<file path="src/rtl/vram_write_sequencer.sv">
// Queues VRAM write commands in a FIFO and drains them onto the PPU h2f_vram_* port
// during each cpu_vram_wr_irq window, with a per-window budget and an address guard.
module vram_write_sequencer #(
  parameter int unsigned       ADDR_W     = 13,
  parameter int unsigned       DATA_W     = 64,
  parameter int unsigned       DEPTH      = 16,
  parameter int unsigned       MAX_WRITES = 16,
  parameter logic [ADDR_W-1:0] ADDR_LIMIT = 13'h1A27
) (
  input  logic                     clk,
  input  logic                     rst_n,
  input  logic                     cmd_valid,
  output logic                     cmd_ready,
  input  logic [ADDR_W-1:0]        cmd_addr,
  input  logic [DATA_W-1:0]        cmd_data,
  input  logic [DATA_W/8-1:0]      cmd_byteena,
  input  logic                     cpu_vram_wr_irq,
  output logic [ADDR_W-1:0]        h2f_vram_wraddr,
  output logic                     h2f_vram_wren,
  output logic [DATA_W-1:0]        h2f_vram_wrdata,
  output logic [DATA_W/8-1:0]      h2f_vram_byteena,
  output logic                     cpu_wr_busy,
  output logic                     window_done,
  output logic                     range_err,
  input  logic                     range_err_clr,
  output logic [$clog2(DEPTH):0]   level
);

  localparam int unsigned      BE_W      = DATA_W / 8;
  localparam int unsigned      PTR_W     = $clog2(DEPTH);
  localparam int unsigned      LVL_W     = PTR_W + 1;
  localparam int unsigned      BUD_W     = (MAX_WRITES == 0) ? 1 : $clog2(MAX_WRITES + 1);
  localparam bit               UNLIMITED = (MAX_WRITES == 0);
  localparam logic [LVL_W-1:0] LVL_FULL  = LVL_W'(DEPTH);
  localparam logic [LVL_W-1:0] LVL_ONE   = LVL_W'(1);
  localparam logic [BUD_W-1:0] BUD_INIT  = BUD_W'(MAX_WRITES);
  localparam logic [BUD_W-1:0] BUD_ONE   = BUD_W'(1);

  typedef enum logic [1:0] {
    IDLE  = 2'd0,
    DRAIN = 2'd1,
    DONE  = 2'd2
  } state_t;

  function automatic logic addr_legal(input logic [ADDR_W-1:0] a);
    return (a <= ADDR_LIMIT);
  endfunction

  logic [ADDR_W-1:0] addr_mem [DEPTH];
  logic [DATA_W-1:0] data_mem [DEPTH];
  logic [BE_W-1:0]   be_mem   [DEPTH];

  logic [PTR_W-1:0]  wr_ptr;
  logic [PTR_W-1:0]  rd_ptr;
  logic [LVL_W-1:0]  level_q;
  logic              full;
  logic              empty;
  logic              push;
  logic              pop;
  logic              last_pop;
  logic              budget_ok;
  logic [ADDR_W-1:0] head_addr;
  logic [DATA_W-1:0] head_data;
  logic [BE_W-1:0]   head_be;
  logic              head_legal;

  state_t            state;
  logic [BUD_W-1:0]  budget;

  assign full       = (level_q == LVL_FULL);
  assign empty      = (level_q == '0);
  assign cmd_ready  = !full;
  assign push       = cmd_valid && !full;
  assign level      = level_q;

  assign head_addr  = addr_mem[rd_ptr];
  assign head_data  = data_mem[rd_ptr];
  assign head_be    = be_mem[rd_ptr];
  assign head_legal = addr_legal(head_addr);

  assign budget_ok  = UNLIMITED || (budget != '0);
  assign pop        = (state == DRAIN) && !empty && budget_ok;
  // Closing the window on the final pop lines window_done up with the last wren.
  assign last_pop   = pop && ((level_q == LVL_ONE) || (!UNLIMITED && (budget == BUD_ONE)));

  // Command storage: data only, never reset
  always_ff @(posedge clk) begin
    if (push) begin
      addr_mem[wr_ptr] <= cmd_addr;
      data_mem[wr_ptr] <= cmd_data;
      be_mem[wr_ptr]   <= cmd_byteena;
    end
  end

  // FIFO pointers and occupancy
  always_ff @(posedge clk or negedge rst_n) begin
    if (!rst_n) begin
      wr_ptr  <= '0;
      rd_ptr  <= '0;
      level_q <= '0;
    end else begin
      if (push) wr_ptr <= wr_ptr + PTR_W'(1);
      if (pop)  rd_ptr <= rd_ptr + PTR_W'(1);
      case ({push, pop})
        2'b10:   level_q <= level_q + LVL_ONE;
        2'b01:   level_q <= level_q - LVL_ONE;
        default: level_q <= level_q;
      endcase
    end
  end

  // Window FSM with registered busy/done
  always_ff @(posedge clk or negedge rst_n) begin
    if (!rst_n) begin
      state       <= IDLE;
      budget      <= '0;
      cpu_wr_busy <= 1'b0;
      window_done <= 1'b0;
    end else begin
      case (state)
        IDLE: begin
          window_done <= 1'b0;
          if (cpu_vram_wr_irq) begin
            state       <= DRAIN;
            budget      <= BUD_INIT;
            cpu_wr_busy <= 1'b1;
          end
        end
        DRAIN: begin
          if (pop) budget <= budget - BUD_ONE;
          if (!pop || last_pop) begin
            state       <= DONE;
            window_done <= 1'b1;
          end
        end
        DONE: begin
          state       <= IDLE;
          cpu_wr_busy <= 1'b0;
          window_done <= 1'b0;
        end
        default: begin
          state       <= IDLE;
          cpu_wr_busy <= 1'b0;
          window_done <= 1'b0;
        end
      endcase
    end
  end

  // Write port stage: popped entry lands here one cycle after the pop
  always_ff @(posedge clk or negedge rst_n) begin
    if (!rst_n) begin
      h2f_vram_wraddr  <= '0;
      h2f_vram_wren    <= 1'b0;
      h2f_vram_wrdata  <= '0;
      h2f_vram_byteena <= '0;
      range_err        <= 1'b0;
    end else begin
      h2f_vram_wren <= 1'b0;
      if (pop && head_legal) begin
        h2f_vram_wren    <= 1'b1;
        h2f_vram_wraddr  <= head_addr;
        h2f_vram_wrdata  <= head_data;
        h2f_vram_byteena <= head_be;
      end
      if (pop && !head_legal) begin
        range_err <= 1'b1;
      end else if (range_err_clr) begin
        range_err <= 1'b0;
      end
    end
  end

endmodule

</file>
<file path="config.mk">
export PLATFORM = sky130hd
export DESIGN_NAME = vram_write_sequencer
export DESIGN_NICKNAME = d
export VERILOG_FILES = /design/src/rtl/vram_write_sequencer.sv
export SDC_FILE = /design/constraint.sdc
export NUM_CORES = 1
export LEC_CHECK = 0
export CORE_ASPECT_RATIO = 0.7
export CORE_MARGIN = 10
export CORE_UTILIZATION = 30
export CTS_CLUSTER_DIAMETER = 200
export DETAILED_ROUTE_END_ITERATION = 8
export GPL_TIMING_DRIVEN = 0
export PLACE_DENSITY_LB_ADDON = 0.25
export SLEW_MARGIN = 20
export SYNTH_ARGS = -nofsm -noshare
export SYNTH_HDL_FRONTEND = slang
export SYNTH_SLANG_ARGS = --single-unit
</file>
<file path="constraint.sdc">
create_clock -name clk -period 9.3 [get_ports clk]
set_input_delay 2.79 -clock clk [delete_from_list [all_inputs] [get_ports clk]]
set_output_delay 2.79 -clock clk [all_outputs]
set_load 0.05 [all_outputs]
</file>
==> results of run 1 <==
kinds of logic after synthesis:
logic type	Yosys count	share of synthesized area
XOR/XNOR	13	0.00204
buffers and inverters	123	0.0104
AO/OA/AOI/OAI	55	0.00770
flip-flops	1469	0.782
AND/OR/NAND/NOR	84	0.00707
multiplexers	497	0.189
adder cells (fa/ha/maj)	11	0.00247
stage by stage:
step                      std cells  setup TNS, ns  utilization
after CTS                      5309              0        0.369
after detailed placement       5032              0        0.342
after floorplan                2252              0            -
after global placement         4915       -5858.54        0.328
final                          5314              0        0.369
after global routing           5311              0        0.369
layer usage:
| layer | track usage | share of wire |
|---|---|---|
| met2 | 0.244 | 0.50 |
| met4 | 0.0351 | 0.021 |
| met1 | 0.191 | 0.42 |
| met3 | 0.0344 | 0.062 |
| met5 | 0 | 0.0012 |
final cells by class:
cell class | count | area (µm²) | share of cell area
Inverter | 14 | 52.6 | 0.000771
Buffer | 109 | 548 | 0.00804
Multi-Input combinational cell | 660 | 11700 | 0.172
Sequential cell | 1469 | 43600 | 0.639
Timing Repair Buffer | 301 | 4220 | 0.0620
Tap cell | 2479 | 3100 | 0.0455
Clock inverter | 73 | 642 | 0.00942
Clock buffer | 204 | 4260 | 0.0625
Antenna cell | 5 | 12.5 | 0.000184
final timing paths:
check / slack, ns / endpoint / start / depth (start not counted)
min: 0.50 / h2f_vram_wrdata[58] / h2f_vram_wrdata[58] / 1
min in group asynchronous: 1.95 / h2f_vram_wraddr[7] / rst_n / 1
max: 3.91 / cmd_ready / level[0] / 5
max in group asynchronous: 6.54 / h2f_vram_wrdata[9] / rst_n / 2
min reg2reg: 0.50 / h2f_vram_wrdata[58] / h2f_vram_wrdata[58] / 1
max reg2reg: 4.68 / h2f_vram_wrdata[10] / rd_ptr[1] / 8
cell usage in the layout, fill, tap and decap left out, types with 11 or more instances in the layout:
cell / n
clkinv_1: 26
clkbuf_1: 78
mux2_4: 69
nand2_1: 27
nor2_1: 12
buf_16: 36
clkbuf_8: 11
edfxtp_1: 1360
mux4_2: 414
buf_6: 17
dfrtp_1: 109
clkbuf_2: 13
clkdlybuf4s50_1: 183
clkbuf_16: 159
inv_1: 13
buf_12: 39
ha_1: 11
clkinv_2: 26
nor2_4: 12
buf_8: 36
buf_2: 35
o21ai_0: 11
flip-flops by register name, summed over array words and instances (netlist names):
signal            flops
data_mem           1024
addr_mem            208
be_mem              128
h2f_vram_wrdata      64
h2f_vram_wraddr      13
h2f_vram_byteena      8
budget                5
level                 5
rd_ptr                4
wr_ptr                4
state                 2
cpu_wr_busy           1
h2f_vram_wren         1
range_err             1
window_done           1
report_power, final:
part           total, mW  internal [mW]  switching (mW)
Clock               5.97           3.49            2.48
Sequential          8.41           8.10           0.309
Combinational       7.79           3.46            4.33
Total               22.2           15.0            7.12
==> results.md, run 1 <==
* Die H at 381 µm
* Worst Hold Margin at approximately 0.50 ns
* Total core area at 185000 µm²
* DRT iter0 DRCs at 2791
* Vias/cell at 4.87
* Post CTS Setup Buffer Count at 0
* Fin. Hold Viols at 0
* Hpwl dp at between 100000 and 150000 µm
* GPL Wtd Cong at around 0.73
* Skew-Pair Late Insertion Delay at 0.78 ns
* Static Leak at 21.8 nW
* Worst setup SP type: flop
* Crit share post-route at 0.579
* Leading area contributor after synthesis: edfxtp_1
* First-pass GRT wire length at between 200000 and 250000 µm
* CTS tree: done
* Top delay family on crit path: buffers and inverters
* Boundary pin count at around 190
* Nets@finish at 2808
* Design Area, Final at between 60000 and 70000 µm²
* Transition time of the tightest slew-check pin at 1.21 ns
* Hold Path Class: reg2reg
* Number of global-route vias before repair at 27500
* Die W at between 500 and 600 µm
* Drt first pass iters at 7
* WP buf/inv at 2
* Worst-path fanout max at 7
* Overall Power at 22.2 mW
* Setup crit end kind: output port
* Crit path max-delay cell type: clkdlybuf4s50_1
* Sequential cell area fraction in the yosys report at 0.782
* Dominant synthesized flop cell: edfxtp_1
* Synth warn at 0
* Num rows at 132
* Number of buffers added on ports at between 150 and 200
* Period minus WS final at 5.39 ns
* PnR worst setup slack at 3.91 ns
* Post-synthesis register bit count at 1469
* Initial core utilization at 0.302
* Count leader, synth: edfxtp_1
* Maximum VDD drop at 0.190 mV
* Max cap viols at 0
* Max transition margin at 0.190
* Grt ovf at 0
* Final wirelength at 150000 µm
* CTS sink count at between 1000 and 1500
* Asr flop ratio synth at 0.0742
* Post-DP Area at between 60000 and 70000 µm²
* Cells after Synth at approximately 2300
* Clock slew at reported path FFs at 0.06 ns
* Number of synthesized flops with an enable pin at 1360
* Max-slew violation count at 0
* Die ar. at 204000 µm²
* CP peak stage delay at 0.81 ns
* Worst-case clock buffer depth at 3
* Top cells by count, synth: edfxtp_1, mux4_2, dfrtp_1
* Pwr dens at 325 nW/µm²
* Hold-fix buffers at CTS at 0
* Area Growth Syn to Fin at 22.2%
* H-tree depth at 4
* Unique masters post-synth at 47
* Post-CTS Resized at 0
* CTS Buf Count at 152
* Mapped Nets at 2353
* DP Worst Slack at 3.46 ns
* Drt wl/cell at 28.3 µm
* Syn avg cell area at 24.7 µm²
* Share of post-route cells with drive strength above 1 at 0.319
* CTS root buf: clkbuf_16
* Yosys top cell area share at 0.733
* FILL cells at 16500
* Syn Std Cell Area at between 50000 and 60000 µm²
* Final setup vio count at 0
* Fmax at 186 MHz
* Unrepaired setup endpoints after global routing: false
* Antenna-violating nets left at 0
* Largest net degree at the start of global routing at 63
* Skew final at 0.0202 ns
* Arrival @ worst endpoint at about 2.6 ns
* Area contributors post-synth: edfxtp_1, mux4_2, dfrtp_1, mux2_4, clkbuf_1
* Setup Crit Path Kind: reg2out
* Initial antenna violation count at 40
* Drt drc at 0
* Via count at between 20000 and 30000
* CP required at 6.51 ns
* Critical-path cell list: inv_1, ha_1, and2_1, nand2_1, clkdlybuf4s50_1
* Gr usage total at 0.145
* Status: completed
Power figures use the tool's default switching activity.
==> inputs of run 2 (changes only) <==
==> constraint.sdc (replaced) <==
create_clock -name clk -period 4.4 [get_ports clk]
set_input_delay 1.32 -clock clk [delete_from_list [all_inputs] [get_ports clk]]
set_output_delay 1.32 -clock clk [all_outputs]
set_load 0.05 [all_outputs]
==> results.md, run 2 (synthesized netlist as in run 1, its figures left out) <==
* Transition time of the tightest slew-check pin at approximately 1.1 ns
* Unrepaired setup endpoints after global routing: false
* Worst setup SP type: flop
* Max cap viols at 0
* Static Leak at 21.7 nW
* Initial core utilization at 0.302
* Max-slew violation count at 0
* Net Sw Frac at 0.323
* Final Core Density at 0.368
* Clock slew at reported path FFs at 0.07 ns
* Area of the multi-input gates at between 10000 and 15000 µm²
* DRT iter0 DRCs at 2618
* Most flop-heavy register: data_mem
* Comb pwr share at 0.351
* Hold-fix buffers at CTS at 0
* Max transition margin at 0.249
* Final setup vio count at 0
* Sequential Power Share at 0.382
* Drt drc at 0
* Setup crit end kind: flop
* FF-to-FF setup slack at 0.33 ns
* Max reg flops at 1024
* Number of buffers added on ports at 184
* Hpwl dp at between 100000 and 150000 µm
* Via count at 25800
* First-pass GRT wire length at 213000 µm
* Pwr dens at 685 nW/µm²
* CTS tree: done
* Largest net degree at the start of global routing at between 40 and 50
* Boundary pin count at 185
* Biggest registers after layout: data_mem x1024, addr_mem x208, be_mem x128
* Share of post-route cells with drive strength above 1 at 0.327
* Placed cells at 5029
* Drt wl/cell at 28.6 µm
* Fmax at 245 MHz
* Nets@finish at 2798
* CTS Buf Count at 146
* Clock power share at 0.267
* Fin. Hold Viols at 0
* Area Growth Syn to Fin at 21.9%
* Setup Crit Path Kind: reg2reg
* CP required at 5.06 ns
* Die ar. at 204000 µm²
* Crit share post-route at 0.926
* GPL Wtd Cong at approximately 0.73
* Hold Path Class: in2async
* Total core area at 185000 µm²
* Worst-case clock buffer depth at 3
* Gr usage total at 0.146
* Int Power at 31.5 mW
* Drt first pass iters at 8
* Number of global-route vias before repair at about 27000
* Vias/cell at 4.86
* Worst Hold Margin at 0.392 ns
* Skew-Pair Late Insertion Delay at 0.78 ns
* Sequential cell area at 43600 µm²
* CTS sink count at 1469
* Die W at 535 µm
* Commonest non-fill, non-tap cell in the layout: edfxtp_1
* Die H at 381 µm
* Worst-path fanout max at 10
* CTS root buf: clkbuf_16
* FILL cells at between 15000 and 20000
* Non-Filler Instances at 5302
* Initial antenna violation count at 28
* Status: completed
* Antenna-violating nets left at 0
* Arrival @ worst endpoint at about 4.7 ns
* Maximum VDD drop at 0.496 mV
* Num rows at 132
* Most frequent cells in the layout: edfxtp_1, mux4_2, clkdlybuf4s50_1
* Post CTS Setup Buffer Count at 0
* Final wirelength at ~150000 µm
* Skew final at 0.0333 ns
* Switching power at ~15 mW
* H-tree depth at 4
* Grt ovf at 0
* Period minus WS final at around 4.1 ns
* Overall Power at approximately 47 mW
run 2: per-stage QoR:
step	worst slack (ns)	TNS (ns)	area, µm²
6_report	0.325	0	68000
5_1_grt	0.0538	0	67900
4_1_cts	0.00562	0	67900
3_5_place_dp	-0.438	-28.60	63100
3_3_place_gp	-5.35	-5751.58	60800
2_1_floorplan	-0.195	-146.77	55800
run 2: power by group through the flow:
| stage | logic [mW] | registers [mW] | clock network [mW] |
|---|---|---|---|
| 3_5_place_dp | 16.7 | 18.1 | 0 |
| 6_report | 16.4 | 17.8 | 12.4 |
| 4_1_cts | 16.8 | 17.8 | 12.8 |
| 5_1_grt | 17.3 | 17.9 | 13.3 |
| 3_3_place_gp | 15.9 | 18.2 | 0 |
| 2_1_floorplan | 9.01 | 19.4 | 0 |
run 2: final timing paths:
check | end | start | cells past startpoint
max in group asynchronous | h2f_vram_wrdata[1] | rst_n | 3
max reg2reg | h2f_vram_wrdata[61] | rd_ptr[0] | 8
min | range_err | rst_n | 1
min reg2reg | h2f_vram_wrdata[58] | h2f_vram_wrdata[58] | 1
max | h2f_vram_wrdata[61] | rd_ptr[0] | 8
min in group clk | h2f_vram_wrdata[58] | h2f_vram_wrdata[58] | 1
run 2: what timing repair did:
item | in CTS | in global routing
setup endpoints to repair | 75 | 10
gates resized for setup | 30 | 2
pin swaps | 0 | 0
run 2: layout make-up:
class,count,share of cell area
tap,2479,0.0456
sequential,1469,0.641
timing repair buffer,298,0.0606
multi-input combinational,660,0.173
clock buffer,201,0.0600
clock inverter,70,0.0103
antenna,3,0.000110
inverter,14,0.000773
buffer,108,0.00876
run 2: per-layer routing:
metal  vias up  share of wire  global-route usage
met4        20          0.018              0.0350
li1      10600              -                   -
met5         -        0.00076                   0
met3       224          0.067              0.0321
met2       897           0.48               0.238
met1     14000           0.43               0.200
run 2: critical path: stages, from the launching register on:
cell      delay, ns
dfrtp_1        0.37
buf_4          0.27
buf_6          0.24
buf_6          0.19
clkbuf_1       0.82
buf_2          0.61
mux4_2         0.57
mux4_2         0.56
mux2_4         0.30
